===== config.mk =====
export PLATFORM = sky130hd
export DESIGN_NAME = pc_sequencer
export DESIGN_NICKNAME = d
export VERILOG_FILES = /design/src/rtl/cpu_pkg.sv /design/src/rtl/return_stack.sv /design/src/rtl/pc_sequencer.sv
export SDC_FILE = /design/constraint.sdc
export NUM_CORES = 1
export LEC_CHECK = 0
export BUFFER_PORTS_ARGS = -buffer_cell sky130_fd_sc_hd__buf_2
export CELL_PAD_IN_SITES_DETAIL_PLACEMENT = 0
export CELL_PAD_IN_SITES_GLOBAL_PLACEMENT = 1
export CORE_UTILIZATION = 45
export CTS_BUF_LIST = sky130_fd_sc_hd__clkbuf_8
export DETAILED_ROUTE_END_ITERATION = 8
export HOLD_SLACK_MARGIN = 0.02
export PLACE_DENSITY = 0.91
export SLEW_MARGIN = 5
export SYNTH_ARGS = -nofsm -noshare
export SYNTH_HDL_FRONTEND = slang
export SYNTH_SLANG_ARGS = --single-unit

===== constraint.sdc =====
create_clock -name clk -period 3.89 [get_ports clk]
set_input_delay 0.1945 -clock clk [delete_from_list [all_inputs] [get_ports clk]]
set_output_delay 0.1945 -clock clk [all_outputs]
set_load 0.05 [all_outputs]

===== src/rtl/cpu_pkg.sv =====
// cpu_pkg
// Shared definitions for the MIPS fetch path: next-PC select codes,
// default reset/exception vectors and the 16-bit sign-extension helper.
package cpu_pkg;

   // Next-PC select codes driven by the control unit
   localparam logic [3:0] PC_CTRL_SEQ   = 4'b0000;
   localparam logic [3:0] PC_CTRL_J     = 4'b0001;
   localparam logic [3:0] PC_CTRL_JR    = 4'b0010;
   localparam logic [3:0] PC_CTRL_BR    = 4'b0011;
   localparam logic [3:0] PC_CTRL_JAL   = 4'b0100;
   localparam logic [3:0] PC_CTRL_JALR  = 4'b0101;
   localparam logic [3:0] PC_CTRL_RET   = 4'b0110;
   localparam logic [3:0] PC_CTRL_HOLD  = 4'b0111;
   localparam logic [3:0] PC_CTRL_ILL_8 = 4'b1000;
   localparam logic [3:0] PC_CTRL_ILL_9 = 4'b1001;
   localparam logic [3:0] PC_CTRL_ILL_A = 4'b1010;
   localparam logic [3:0] PC_CTRL_ILL_B = 4'b1011;
   localparam logic [3:0] PC_CTRL_ILL_C = 4'b1100;
   localparam logic [3:0] PC_CTRL_ILL_D = 4'b1101;
   localparam logic [3:0] PC_CTRL_ILL_E = 4'b1110;
   localparam logic [3:0] PC_CTRL_ILL_F = 4'b1111;

   // Default vectors, truncated to the PC width by the user
   localparam logic [31:0] PC_RESET_VECTOR_DEFAULT = 32'h0000_0000;
   localparam logic [31:0] PC_EXC_VECTOR_DEFAULT   = 32'h8000_0180;

   // Sign-extend a 16-bit immediate to 32 bits
   function automatic logic [31:0] sext16(input logic [15:0] value);
      return {{16{value[15]}}, value};
   endfunction

endpackage


===== src/rtl/return_stack.sv =====
// return_stack
// Circular return-address stack. Pushing when full overwrites the oldest
// entry; the caller never pops an empty stack.
// Ports:
//   clk, rst       clock, asynchronous active-low reset
//   push, pop      stack operations (never both in one cycle)
//   push_data      address to push
//   top            entry at the top pointer
//   count          number of occupied entries (0..RAS_DEPTH)
module return_stack #(
   parameter int ADDR_W    = 32,
   parameter int RAS_DEPTH = 4,
   localparam int PTR_W    = $clog2(RAS_DEPTH),
   localparam int CNT_W    = PTR_W + 1
) (
   input  logic              clk,
   input  logic              rst,
   input  logic              push,
   input  logic              pop,
   input  logic [ADDR_W-1:0] push_data,
   output logic [ADDR_W-1:0] top,
   output logic [CNT_W-1:0]  count
);

   logic [ADDR_W-1:0] entries [RAS_DEPTH];
   logic [PTR_W-1:0]  top_ptr;
   logic [PTR_W-1:0]  push_ptr;

   // The pointer wraps naturally because the depth is a power of two, so a
   // push on a full stack lands on the oldest slot.
   assign push_ptr = top_ptr + 1'b1;
   assign top      = entries[top_ptr];

   // Storage needs no reset: contents are only read when count says valid
   always_ff @(posedge clk) begin
      if (push) begin
         entries[push_ptr] <= push_data;
      end
   end

   // Pointer and occupancy; occupancy saturates at the depth on overwrite
   always_ff @(posedge clk or negedge rst) begin
      if (!rst) begin
         top_ptr <= '0;
         count   <= '0;
      end else if (push) begin
         top_ptr <= push_ptr;
         if (count != CNT_W'(RAS_DEPTH)) begin
            count <= count + 1'b1;
         end
      end else if (pop) begin
         top_ptr <= top_ptr - 1'b1;
         count   <= count - 1'b1;
      end
   end

endmodule


===== src/rtl/pc_sequencer.sv =====
// pc_sequencer
// Program counter for the MIPS fetch stage: sequential, jump, branch,
// link, return-stack returns, exception redirect with EPC capture and
// trapping of illegal codes / misaligned register targets.
// Ports:
//   clk, rst        clock, asynchronous active-low reset
//   stall           hold PC and RAS this cycle
//   pc_control      next-PC select code
//   branch_taken    qualifies the conditional branch code
//   jump_address    J-type target field
//   branch_offset   signed word offset for branches
//   reg_address     register-sourced target
//   exception       external exception request (beats stall)
//   pc, pc_plus4    current fetch address and its successor / link value
//   link_we         one-cycle link write pulse for accepted JAL/JALR
//   epc             PC of the trapped or excepted instruction
//   ras_count       occupied return-stack entries
//   trap            one-cycle pulse for illegal code or misaligned target
module pc_sequencer
   import cpu_pkg::*;
#(
   parameter int          ADDR_W       = 32,
   parameter logic [31:0] RESET_VECTOR = PC_RESET_VECTOR_DEFAULT,
   parameter logic [31:0] EXC_VECTOR   = PC_EXC_VECTOR_DEFAULT,
   parameter int          RAS_DEPTH    = 4,
   localparam int         CNT_W        = $clog2(RAS_DEPTH) + 1
) (
   input  logic              clk,
   input  logic              rst,
   input  logic              stall,
   input  logic [3:0]        pc_control,
   input  logic              branch_taken,
   input  logic [25:0]       jump_address,
   input  logic [15:0]       branch_offset,
   input  logic [ADDR_W-1:0] reg_address,
   input  logic              exception,
   output logic [ADDR_W-1:0] pc,
   output logic [ADDR_W-1:0] pc_plus4,
   output logic              link_we,
   output logic [ADDR_W-1:0] epc,
   output logic [CNT_W-1:0]  ras_count,
   output logic              trap
);

   localparam logic [ADDR_W-1:0] RESET_PC = RESET_VECTOR[ADDR_W-1:0];
   localparam logic [ADDR_W-1:0] EXC_PC   = EXC_VECTOR[ADDR_W-1:0];

   logic [31:0]       pc_plus4_ext;
   logic [31:0]       jump_full;
   logic [31:0]       branch_full;
   logic [ADDR_W-1:0] jump_target;
   logic [ADDR_W-1:0] branch_target;
   logic [ADDR_W-1:0] ras_top;
   logic [ADDR_W-1:0] pc_next;
   logic              misaligned;
   logic              illegal;
   logic              push_req;
   logic              pop_req;
   logic              link_req;
   logic              accept;

   assign pc_plus4 = pc + ADDR_W'(4);

   // Targets are formed at 32 bits and truncated, which keeps the
   // ADDR_W=28 case (no upper region bits) legal and wraps silently.
   assign pc_plus4_ext  = 32'(pc_plus4);
   assign jump_full     = {pc_plus4_ext[31:28], jump_address, 2'b00};
   assign branch_full   = pc_plus4_ext + (sext16(branch_offset) << 2);
   assign jump_target   = jump_full[ADDR_W-1:0];
   assign branch_target = branch_full[ADDR_W-1:0];
   assign misaligned    = (reg_address[1:0] != 2'b00);

   // Only a normal (non-exception, non-stalled) edge may touch the RAS
   assign accept = !exception && !stall;

   // Next-PC select. A misaligned register target is treated exactly like an
   // illegal code, and suppresses the push/link of a JALR.
   always_comb begin
      pc_next  = pc_plus4;
      illegal  = 1'b0;
      push_req = 1'b0;
      pop_req  = 1'b0;
      link_req = 1'b0;
      case (pc_control)
         PC_CTRL_SEQ:  pc_next = pc_plus4;
         PC_CTRL_J:    pc_next = jump_target;
         PC_CTRL_JR: begin
            if (misaligned) illegal = 1'b1;
            else            pc_next = reg_address;
         end
         PC_CTRL_BR:   pc_next = branch_taken ? branch_target : pc_plus4;
         PC_CTRL_JAL: begin
            pc_next  = jump_target;
            push_req = 1'b1;
            link_req = 1'b1;
         end
         PC_CTRL_JALR: begin
            if (misaligned) begin
               illegal = 1'b1;
            end else begin
               pc_next  = reg_address;
               push_req = 1'b1;
               link_req = 1'b1;
            end
         end
         PC_CTRL_RET: begin
            if (ras_count != '0) begin
               pc_next = ras_top;
               pop_req = 1'b1;
            end else if (misaligned) begin
               illegal = 1'b1;
            end else begin
               pc_next = reg_address;
            end
         end
         PC_CTRL_HOLD: pc_next = pc;
         PC_CTRL_ILL_8, PC_CTRL_ILL_9, PC_CTRL_ILL_A, PC_CTRL_ILL_B,
         PC_CTRL_ILL_C, PC_CTRL_ILL_D, PC_CTRL_ILL_E, PC_CTRL_ILL_F:
            illegal = 1'b1;
         default:      illegal = 1'b1;
      endcase
      if (illegal) begin
         pc_next = EXC_PC;
      end
   end

   return_stack #(
      .ADDR_W    (ADDR_W),
      .RAS_DEPTH (RAS_DEPTH)
   ) u_ras (
      .clk       (clk),
      .rst       (rst),
      .push      (accept && push_req),
      .pop       (accept && pop_req),
      .push_data (pc_plus4),
      .top       (ras_top),
      .count     (ras_count)
   );

   // PC, EPC and the registered pulses. Exception outranks stall, which
   // outranks the control code; a stalled code is dropped, not queued.
   always_ff @(posedge clk or negedge rst) begin
      if (!rst) begin
         pc      <= RESET_PC;
         epc     <= '0;
         link_we <= 1'b0;
         trap    <= 1'b0;
      end else if (exception) begin
         pc      <= EXC_PC;
         epc     <= pc;
         link_we <= 1'b0;
         trap    <= 1'b0;
      end else if (stall) begin
         link_we <= 1'b0;
         trap    <= 1'b0;
      end else begin
         pc      <= pc_next;
         link_we <= link_req;
         trap    <= illegal;
         if (illegal) begin
            epc <= pc;
         end
      end
   end

endmodule


After elaboration in Yosys (flattened, before gate mapping) --
Memory sizes are Yosys's and may differ from the RTL's. Cells that the tools add are included.
Word-level totals: output and inout bits 101, input bits 83, memories 1, bits in registers 71, bits in writable memories 128
Cells by class: $add $sub $neg 6, multiplexer cells 28, reductions and logical operators 15, equal/unequal tests 19
Memory list:
- u_ras.entries | depth 4, bits a word 32, rd ports 1, clocked after memory_dff 0, wr ports 1, line return_stack.sv:25 | logic [ADDR_W-1:0] entries [RAS_DEPTH];
Operators with widths (number):
- 2-to-1 mux 32 bit | 9
- case mux 32 bit (5 select lines) | 1
- adder 32 x 3 -> 32 bit (second input constant) | 1
- adder 32 bit | 1
- equality test 4 bit (second input constant) | 8
- equality test 4 x 3 -> 1 bit (second input constant) | 4
- 2-to-1 mux 1 bit | 11
- 2-to-1 mux 3 bit | 3
- equality test 4 x 2 -> 1 bit (second input constant) | 2
- OR reduction 8 bit | 1
- != test 3 bit (second input constant) | 2
- AND reduction 2 bit | 3
- nonzero test 2 bit | 3
- equality test 4 x 1 -> 1 bit (second input constant) | 1
- 2-to-1 mux 2 bit | 2
- OR reduction 2 bit | 2
- adder 3 x 1 -> 3 bit (second input constant) | 1
- logical AND 1 bit | 3
- case mux 1 bit (3 select lines) | 1
- nonzero test 3 bit | 1
- subtractor 3 x 1 -> 3 bit (second input constant) | 1
- adder 2 x 1 -> 2 bit (second input constant) | 1
- logical NOT 1 bit | 2
- != test 2 x 1 -> 1 bit (second input constant) | 1
- 3 further kinds | 3

Longest topological paths before layout --
Gate-level depths: netlist of the first run.
depth after elaboration 7, gate-level depth with buffers 17

By module --
From an unflattened synthesis of the first run, not the netlist that was laid out.
Second synthesis, totals: cells, all modules 862, area, all modules 10750.3 µm²
Modules (own cells, without submodules):
- pc_sequencer | sequential area each 1651.6 µm², area each 5729.2 µm², cells an instance 656, times used 1
- return_stack | sequential area each 3968.8 µm², area each 5021.1 µm², cells an instance 206, times used 1

Least setup slack after synthesis of the first run --
OpenSTA, ideal clock, no wires.
kind flip-flop to flip-flop, start register pc[6], end register pc[30], path slack -628 ps, path buffers 3, period minus slack after synthesis 4518 ps, stages on the path, launching flop included 18, arrival 4390 ps, path through dfrtp_1 -> buf_2 -> nand4_1 -> nor4_2 -> buf_4 -> nand4_1 -> nor2_1 -> xor2_1 -> ha_1 -> clkbuf_1 -> a21o_1 -> a21o_1 -> a21oi_1 -> nor2_1 -> a21oi_1 -> o311a_1 -> mux2i_1 -> nand3_1
On the way: longest elaborated chain between the ends 7, elaborated cells on any way between the ends 9, those cells by class add/sub (2); mux (7)
RTL lines:
- start, declared | line pc_sequencer.sv:37 | output logic [ADDR_W-1:0] pc,
- start signal, assigned | line pc_sequencer.sv:157 | pc <= pc_next;
- adder 32 x 3 -> 32 bit | line pc_sequencer.sv:62 | assign pc_plus4 = pc + ADDR_W'(4);
- named net pc_plus4[23] | line pc_sequencer.sv:38 | output logic [ADDR_W-1:0] pc_plus4,
- adder 32 bit | line pc_sequencer.sv:68 | assign branch_full = pc_plus4_ext + (sext16(branch_offset) << 2);
- 2-to-1 mux 32 bit | line pc_sequencer.sv:91 | PC_CTRL_BR: pc_next = branch_taken ? branch_target : pc_plus4;
- case mux 32 bit (5 select lines) | line pc_sequencer.sv:84 | case (pc_control)
- 2-to-1 mux 32 bit | line pc_sequencer.sv:122 | if (illegal) begin
- 2-to-1 mux 32 bit | line pc_sequencer.sv:153 | end else if (stall) begin
- 2-to-1 mux 32 bit | line pc_sequencer.sv:148 | end else if (exception) begin
The timed path passes the listed nets, and every way through them passes these cells. The select of a mux whose other input is x is not followed. A chain may end at the register's enable or synchronous reset.

Worst setup path in the final report of the first run --
start register pc[2], end register pc[27]
On the way: longest elaborated chain between the ends 7, elaborated cells on any way between the ends 9, those cells by class add/sub (2); mux (7)
RTL lines (line):
- adder 32 x 3 -> 32 bit * | pc_sequencer.sv:62
- adder 32 bit or 2-to-1 mux 32 bit (tied branches)
- 2-to-1 mux 32 bit (on tied branches) | pc_sequencer.sv:91, pc_sequencer.sv:107
- case mux 32 bit (5 select lines) * | pc_sequencer.sv:84
- 2-to-1 mux 32 bit * | pc_sequencer.sv:122
- 2-to-1 mux 32 bit * | pc_sequencer.sv:153
- 2-to-1 mux 32 bit * | pc_sequencer.sv:148
Mark *: on every way between the ends. The rest lies on a longest branch, timed or not. The select of a mux whose other input is x is not followed.

==> results.toml, run 1 <==
[synth]
synth_nets = 1017
ys_async_sr_fraction_pct = 35.7
ys_types = 76
avgSynthCellArea_um2 = 12.1
ys_seq_area_share_pct = 51.9
synth_edf_count = 128
syn_area_um2 = 10800
synthFlopType = "edfxtp_1"
syn-instance-count = 894
yosysWarningCount = 0
synth-seq-cells = 199

[detailed_routing]
avgRoutedWirePerCell_um = 22.5
via_per_inst = 6.12
antenna_left = 0
drt-total-wl_um = 32400
drc = 0
vias = 8790
drtPass1Iterations = 8
initialDrtViolationCount = 936

[timing]
rsz0062_at_grt = "no"
max_freq_mhz = 269
fin_crit_ns = 3.72
setup_viol = 0
worst_slack_ns = 0.169
max_slew_margin_pct = 35.1
worst_pin_slew_ns = 0.971
fin_crit_sh_pct = 95.6
slew_viol_final = 0
clock_skew_ns = 0.0194
hold_violations = 0

[grt]
track_usage_pct = 26.8
grt_pass1_vias = 8364
antenna_found_initial = 0
grt.overflow.total = 0
grt_max_degree = 53
grt_first_pass_wirelength_um = 48700

[pwr]
vdd_drop_max_v = 0.000265
pwr_density_cell_nw_per_um2 = 381
p_leak_nw = 5.60

[cts]
clkSlewWorstSetupHoldPaths_ns = 0.10
htreeDepth = 4
cts_tree = "done"
ctsRootBufferMaster = "clkbuf_8"
cts_made_buffers = 17
ctsLongestPathBuffers = 2
numClockSinks = 199
clk-insertion-delay-late_ns = 0.49

[worst_hold_path]
hold_path_class = "input pin to flip-flop"

[floorplan]
initial_core_util_pct = 46.0
die_area_um2 = 24700
io_pins = 184
fp-row-count = 56
die_h_um = 157
die_width_um = 157
core_um2 = 23500

[placement]
dp_hpwl_um = 23600
numPortBuffers = 183
post-place-ws_ns = 0.130
place_inst = 1396
routabilityCongestion = 0.925

[worst_setup_path]
end_kind = "flip-flop"
arrival_ns = 4.14
critPathRequiredTime_ns = 4.31
crit_fanout = 7
critPathLaunchType = "flip-flop"
crit_chain = "ha_1 -> and3_2 -> nand4_1 -> xor2_1 -> inv_1 -> ha_1 -> and3_1 -> nand4_1 -> a21oi_1 -> nor2_1 -> o21ai_2 -> o21ai_1 -> or4_1 -> nand3_1"
cp_slowest_stage_delay_ns = 0.53
critPathSlowestCell = "or4_1"
critPathKind = "flip-flop to flip-flop"

[flow_run]
drv_cap = 0

[layout]
final_cell_mix = "buf_2 (182), edfxtp_1 (128), nand2_1 (62), a21oi_1 (57), dfrtp_1 (55)"
final_common_cell = "buf_2"
fin_cells = 1437
antennaDiodeCount = 0
fin_nets = 1228
fillCellCount = 2004
final_util_pct = 56.0
area_delta_synth_final_pct = 21.7
drive_gt1_share_pct = 35.3

[status]
status = "completed"
## power by group
group	internal (mW)	switching (mW)
Sequential	2.29	0.121
Combinational	0.523	0.652
Clock	0.654	0.784
## final cells by class
class / instances / area (um^2) / area share, %
timing repair buffer: 245 / 1420 / 10.8
inverter: 21 / 78.8 / 0.598
clock buffer: 17 / 234 / 1.77
multi-input combinational: 621 / 5220 / 39.6
clock inverter: 15 / 193 / 1.46
tap: 319 / 399 / 3.03
sequential: 199 / 5640 / 42.8
## registers in the layout, summed over array words and instances (netlist names)
register,cells
trap,1
u_ras.top_ptr,2
epc,32
pc,32
link_we,1
u_ras.count,3
u_ras.entries,128
## through the flow
step / instance area (um^2) / power (mW) / TNS [ns] / hold slack (ns)
after floorplan: 11200 / 3.27 / -0.0260 / -0.101
after global placement: 12700 / 3.60 / 0 / 0.294
after detailed placement: 12700 / 3.62 / 0 / 0.301
after CTS: 13200 / 5.04 / 0 / 0.0604
after global routing: 13200 / 5.23 / 0 / 0.0731
final: 13200 / 5.03 / 0 / 0.0824
## repair_timing
item,4_1_cts,5_1_grt
hold buffers,9,0
setup buffers,0,0
hold endpoints to repair,59,0
endpoints found under the setup margin,0,8
resized for setup,0,5
## critical path, delay by kind of cell (launching register included)
family	cells	cell delay, ns
xor+xnor	1	0.20
flops	1	0.46
fa+ha+maj	2	0.70
simple gates	7	1.54
compound gates	3	0.68
buf+inv	1	0.09
## logic make-up after synthesis
kind of cell | Yosys count | synth area share, %
flip-flops | 199 | 51.9
AO/OA/AOI/OAI | 236 | 15.0
XOR/XNOR | 51 | 4.12
multiplexers | 69 | 10.5
buffers and inverters | 74 | 3.01
AND/OR/NAND/NOR | 225 | 10.8
adder cells (fa/ha/maj) | 40 | 4.76
## synthesized netlist by cell type (5+ instances only)
library cell / number / area (um^2)
edfxtp_1: 128 / 3840
o21bai_1: 5 / 37.5
xor2_1: 18 / 158
o211ai_1: 11 / 82.6
and2_1: 6 / 37.5
dfrtp_1: 71 / 1780
nand4_1: 19 / 119
and4_1: 5 / 43.8
buf_2: 15 / 75.1
o31ai_1: 7 / 52.6
nor2_1: 52 / 195
a221oi_1: 9 / 78.8
o21ai_1: 15 / 75.1
mux4_2: 32 / 721
mux2_2: 33 / 372
clkbuf_1: 28 / 105
a221o_1: 7 / 70.1
inv_1: 21 / 78.8
a21o_1: 14 / 105
xnor2_1: 33 / 289
a222oi_1: 20 / 200
and3_1: 13 / 81.3
nor2b_1: 6 / 37.5
nand3_1: 18 / 90.1
nand2_1: 62 / 233
o21ai_0: 42 / 210
a22oi_1: 9 / 67.6
buf_4: 6 / 45.0
ha_1: 38 / 475
nor3_1: 11 / 55.1
a21oi_1: 57 / 285
a22o_1: 6 / 52.6
## per-layer routing
| metal | vias up | GRT usage (%) | wire (um) |
|---|---|---|---|
| li1 | 3899 | - | - |
| met1 | 4329 | 37.7 | 13700 |
| met2 | 509 | 41.1 | 14800 |
| met3 | 53 | 5.01 | 3090 |
| met4 | 0 | 10.1 | 843 |
| met5 | - | 0 | 0 |
## final timing paths
path / startpoint / to / slack [ns] / cells after the start
worst min-delay path: jump_address[2] / pc[4] / 0.08 / 5
worst max register to register: pc[2] / pc[27] / 0.17 / 14
max in group asynchronous: rst / pc[6] / 2.76 / 3
worst min register to register: epc[2] / epc[2] / 0.49 / 2
min in group asynchronous: rst / epc[1] / 0.29 / 2
worst max-delay path: pc[2] / pc[27] / 0.17 / 14
(Power assumes the default switching activity.)
==> inputs of run 2 (changes only) <==
--- a/config.mk
+++ b/config.mk
@@ -9,7 +9,7 @@
 export CELL_PAD_IN_SITES_DETAIL_PLACEMENT = 0
 export CELL_PAD_IN_SITES_GLOBAL_PLACEMENT = 1
 export CORE_UTILIZATION = 45
-export CTS_BUF_LIST = sky130_fd_sc_hd__clkbuf_8
+export CTS_BUF_LIST = sky130_fd_sc_hd__clkbuf_16
 export DETAILED_ROUTE_END_ITERATION = 8
 export HOLD_SLACK_MARGIN = 0.02
 export PLACE_DENSITY = 0.91
==> run 2 against run 1 <==
  * Sequential power about the same
  * Clock skew fell by 0.0082 ns
  * Largest cell class unchanged
  * Total power increased by 8.3%
  * Sequential share of layout area shrank 0.37 points
  * Highest routed layer unchanged
  * Clock power rose by 29%
  * Largest power group unchanged
  * Core utilization up 0.48 points
==> results.toml, run 2 (synthesized netlist as in run 1, its figures left out) <==
[cts]
ctsRootBufferMaster = "clkbuf_16"
ctsLongestPathBuffers = 2
cts_made_buffers = 17
numClockSinks = 199
cts_tree = "done"
clkSlewWorstSetupHoldPaths_ns = 0.07
clk-insertion-delay-late_ns = 0.44
cts_setup_buffers = 0
htreeDepth = 4

[placement]
post_dp_cell_area_um2 = 12700
dp_hpwl_um = 23600
routabilityCongestion = 0.925
numPortBuffers = 183

[floorplan]
io_pins = 184
die_area_um2 = 24700
fp-row-count = 56
core_um2 = 23500
die_h_um = 157
initial_core_util_pct = 46.0
die_width_um = 157

[worst_setup_path]
crit_fanout = 10
critPathRequiredTime_ns = 4.24
end_kind = "flip-flop"
critPathKind = "flip-flop to flip-flop"
critPathLaunchType = "flip-flop"
arrival_ns = 4.07

[grt]
track_usage_pct = 26.8
grt_pass1_vias = 8324
antenna_found_initial = 0
grt_first_pass_wirelength_um = 48800
grt.overflow.total = 0
grt_max_degree = 53

[layout]
antennaDiodeCount = 0
top_register = "u_ras.entries"
final_common_cell = "buf_2"
design_area_um2 = 13300
top_regs = "u_ras.entries (128), epc (32), pc (32)"
area_delta_synth_final_pct = 22.7
final_cell_mix = "buf_2 (182), edfxtp_1 (128), nand2_1 (62), a21oi_1 (57), dfrtp_1 (55)"
fin_nets = 1220
drive_gt1_share_pct = 35.7
largest_register_ff_count = 128

[timing]
clock_skew_ns = 0.0112
fin_crit_ns = 3.72
setup_viol = 0
tns_ns = 0
fin_crit_sh_pct = 95.7
max_freq_mhz = 269
slew_viol_final = 0
hold_violations = 0
rsz0062_at_grt = "no"
max_slew_margin_pct = 34.8
worst_pin_slew_ns = 0.975

[pwr]
pwr_density_cell_nw_per_um2 = 409
vdd_drop_max_v = 0.000279
p_leak_nw = 5.65

[detailed_routing]
drc = 0
avgRoutedWirePerCell_um = 22.7
antenna_left = 0
drt-total-wl_um = 32500
vias = 8790
drtPass1Iterations = 6
via_per_inst = 6.15
initialDrtViolationCount = 1056

[worst_hold_path]
hold_path_class = "input pin to flip-flop"

[flow_run]
drv_cap = 0

[status]
status = "completed"
## run 2: changes by cell type in the layout (fill, tap and decap cells not counted), sizes merged
cell | previous run | this run
dlygate4sd3 | 9 | 1
## run 2: cell type report
type / count / area [um^2]
Tap cell: 319 / 399
Clock buffer: 17 / 425
Sequential cell: 199 / 5640
Inverter: 21 / 78.8
Timing Repair Buffer: 237 / 1340
Fill cell: 1973 / 10200
Multi-Input combinational cell: 621 / 5220
Clock inverter: 15 / 193
## run 2: power breakdown
part	switching [mW]	total, mW	internal, mW
Clock	0.831	1.86	1.03
Combinational	0.650	1.17	0.518
Sequential	0.122	2.41	2.29
## run 2: through the flow
stage	power, mW	hold slack [ns]	std cells	util (%)	setup slack, ns
finish	5.44	0.0492	1429	56.5	0.168
global route	5.65	0.0390	1429	56.5	0.0167
CTS	5.47	0.0254	1429	56.4	0.0549
detailed placement	3.62	0.301	1396	53.7	0.130
global placement	3.60	0.294	1396	53.7	0.221
floorplan	3.27	-0.101	894	-	-0.0260
## run 2: timing repair
action                     4_1_cts  5_1_grt
resized for setup                0        6
hold endpoints to repair        51        0
hold buffers                     1        0
setup endpoints to repair        0        9
## run 2: worst max-delay path: stages (launching register included)
cell,delay (ns)
dfrtp_2,0.54
and4_1,0.31
and2_1,0.25
nand2_1,0.16
xnor2_4,0.29
ha_1,0.32
and3_1,0.22
nand4_1,0.10
a21oi_1,0.06
nor2_1,0.39
o21ai_2,0.18
o31ai_1,0.27
mux2_2,0.38
o211ai_1,0.15
## run 2: path summary, 6_finish.rpt
path | startpoint | endpoint | slack, ns | cells past startpoint
max | pc[6] | pc[25] | 0.17 | 13
max in group asynchronous | rst | pc[6] | 2.71 | 3
max reg2reg | pc[6] | pc[25] | 0.17 | 13
min in group asynchronous | rst | epc[1] | 0.34 | 2
min reg2reg | epc[2] | epc[2] | 0.48 | 2
min | reg_address[4] | pc[4] | 0.05 | 3
## run 2: layer usage
layer | global-route usage (%) | vias up | wire length, um
li1 | - | 3883 | -
met1 | 37.8 | 4326 | 13600
met2 | 41.6 | 518 | 14800
met3 | 5.34 | 63 | 3220
met4 | 8.78 | 0 | 819
met5 | 0 | - | 0
==> inputs of run 3 (changes only) <==
--- a/config.mk
+++ b/config.mk
@@ -5,7 +5,7 @@
 export SDC_FILE = /design/constraint.sdc
 export NUM_CORES = 1
 export LEC_CHECK = 0
-export BUFFER_PORTS_ARGS = -buffer_cell sky130_fd_sc_hd__buf_2
+export BUFFER_PORTS_ARGS = -buffer_cell sky130_fd_sc_hd__buf_4
 export CELL_PAD_IN_SITES_DETAIL_PLACEMENT = 0
 export CELL_PAD_IN_SITES_GLOBAL_PLACEMENT = 1
 export CORE_UTILIZATION = 45
==> constraint.sdc (replaced) <==
create_clock -name clk -period 3.9 [get_ports clk]
set_input_delay 0.195 -clock clk [delete_from_list [all_inputs] [get_ports clk]]
set_output_delay 0.195 -clock clk [all_outputs]
set_load 0.05 [all_outputs]
==> run 3 against run 2 <==
  * Worst hold slack better by 0.0045 ns
  * First-iteration DRC count down 7.9%
  * Sequential share of layout area down 1.3 points
  * Largest power group unchanged
==> results.toml, run 3 (synthesized netlist as in run 1, its figures left out) <==
[detailed_routing]
wl_met3_um = 3290
drt-total-wl_um = 33300
antenna_left = 0
drtPass1Iterations = 7
vias = 8878
avgRoutedWirePerCell_um = 23.3
drc = 0
met1_length_um = 14000
top_layer = "met4"
wl_met2_um = 15000
initialDrtViolationCount = 973
via_per_inst = 6.21

[worst_setup_path]
regToRegStartpoint = "pc[3]"
crit_top_cell = "nand4_1"
crit_fanout = 6
end_kind = "flip-flop"
critPathLaunchType = "flip-flop"
timing.rr.end = "pc[27]"
crit_chain = "ha_2 -> and3_2 -> nand4_1 -> xor2_1 -> inv_1 -> ha_1 -> and3_1 -> nand4_1 -> a21oi_1 -> nor2_1 -> o21ai_2 -> o21ai_1 -> or4_1 -> nand3_1"
r2r_slack_ns = 0.21
critPathSlowestCell = "or4_1"
reg2reg_depth = 14
arrival_ns = 4.06
critPathKind = "flip-flop to flip-flop"
cp_slowest_stage_delay_ns = 0.54
critPathRequiredTime_ns = 4.27

[timing]
slew_viol_final = 0
setup_viol = 0
fin_crit_ns = 3.69
hold_violations = 0
fin_crit_sh_pct = 94.6
worst_slack_ns = 0.211
tns_ns = 0
clock_skew_ns = 0.0118
max_slew_margin_pct = 18.2
worst_pin_slew_ns = 1.23
rsz0062_at_grt = "no"
max_freq_mhz = 271

[layout]
final_common_cell = "buf_4"
fin_nets = 1221
top_regs = "u_ras.entries (128), epc (32), pc (32)"
largest_register_ff_count = 128
antennaDiodeCount = 0
final_util_pct = 58.2
top_register = "u_ras.entries"
area_delta_synth_final_pct = 26.5
final_cell_mix = "buf_4 (235), edfxtp_1 (128), nand2_1 (62), dfrtp_1 (59), a21oi_1 (57)"
final-seq-area_um2 = 5640
drive_gt1_share_pct = 34.8
fillCellCount = 1930
multi_input_area_um2 = 5220

[worst_hold_path]
min_to = "pc[6]"
hold_depth = 3
worstHoldStart = "reg_address[6]"
hold_path_class = "input pin to flip-flop"

[floorplan]
die_h_um = 157
die_width_um = 157
initial_core_util_pct = 46.0
die_area_um2 = 24700
io_pins = 184
fp-row-count = 56
core_um2 = 23500

[pwr]
combPwrFrac_pct = 22.8
p_sw_mw = 1.57
p_clk_share_pct = 32.0
p_leak_nw = 5.74
power.share.sequential_pct = 45.2
pwr_density_cell_nw_per_um2 = 389
power.internal_mw = 3.76
vdd_drop_max_v = 0.000304
swShare_pct = 29.5
power_mw = 5.33

[cts]
ctsRootBufferMaster = "clkbuf_16"
cts_made_buffers = 17
clkSlewWorstSetupHoldPaths_ns = 0.08
ctsLongestPathBuffers = 2
cts_tree = "done"
numClockSinks = 199
clk-insertion-delay-late_ns = 0.44
htreeDepth = 4

[grt]
track_usage_pct = 27.3
grt_first_pass_wirelength_um = 49500
grt.overflow.total = 0
grt_pass1_vias = 8467
antenna_found_initial = 0
grt_max_degree = 72

[placement]
routabilityCongestion = 0.980
post-place-ws_ns = 0.0959
numPortBuffers = 183
dp_hpwl_um = 24100

[status]
status = "completed"

[flow_run]
drv_cap = 0
[run 3: cell types whose count changed in the layout (fill, tap and decap cells not counted), sizes merged]
| cell | change |
|---|---|
| buf | +1 |
| bufinv | -2 |
| clkbuf | +1 |
| clkinv | -2 |
| inv | +3 |
[run 3: area by class of cell]
type | instances | share of cell area (%)
clock buffers | 18 | 3.29
clock inverters | 14 | 0.785
flip-flops and latches | 199 | 41.1
multi-input cells | 621 | 38.1
repair buffers | 238 | 13.2
inverters | 21 | 0.575
well taps | 319 | 2.91
[run 3: worst max path at each step]
stage	from	endpoint	slack, ns	cells past startpoint
floorplan	pc[3]	pc[25]	-0.02	14
CTS	pc[3]	pc[27]	0.05	14
global route	pc[5]	pc[28]	0.02	13
finish	pc[3]	pc[27]	0.21	14
detailed placement	pc[3]	pc[27]	0.1	14
global placement	pc[3]	pc[27]	0.21	14
[run 3: power groups by stage]
stage | sequential, mW | combinational, mW | clock (mW)
after floorplan | 2.49 | 0.767 | 0
after global placement | 2.45 | 1.19 | 0
after detailed placement | 2.46 | 1.20 | 0
after CTS | 2.41 | 1.21 | 1.72
after global routing | 2.43 | 1.29 | 1.79
final | 2.41 | 1.22 | 1.71
[run 3: critical path, delay by kind of cell, from the launching register on]
family	cells	cell delay [ns]
AND/OR/NAND/NOR	7	1.52
adder cells (fa/ha/maj)	2	0.67
AO/OA/AOI/OAI	3	0.63
flip-flops	1	0.45
XOR/XNOR	1	0.24
buffers and inverters	1	0.09
[run 3: through the flow]
stage               hold WS (ns)  std cells  cell area (um^2)
detailed placement         0.420       1395             13100
global route              0.0570       1430             13700
CTS                       0.0483       1428             13700
finish                    0.0537       1430             13700
floorplan                 -0.101        894             11100
global placement           0.411       1395             13100
[run 3: per-layer routing]
layer	vias up	track usage (%)
li1	3896	-
met1	4393	38.6
met2	521	41.0
met3	68	5.48
met4	0	11.4
met5	-	0
[run 3: repair_timing]
item                                    4_1_cts  5_1_grt
hold buffers                                  1        0
resized for setup                             0        4
endpoints found under the setup margin        0        9
endpoints found under the hold margin        71        0
buffers inserted                              0        2
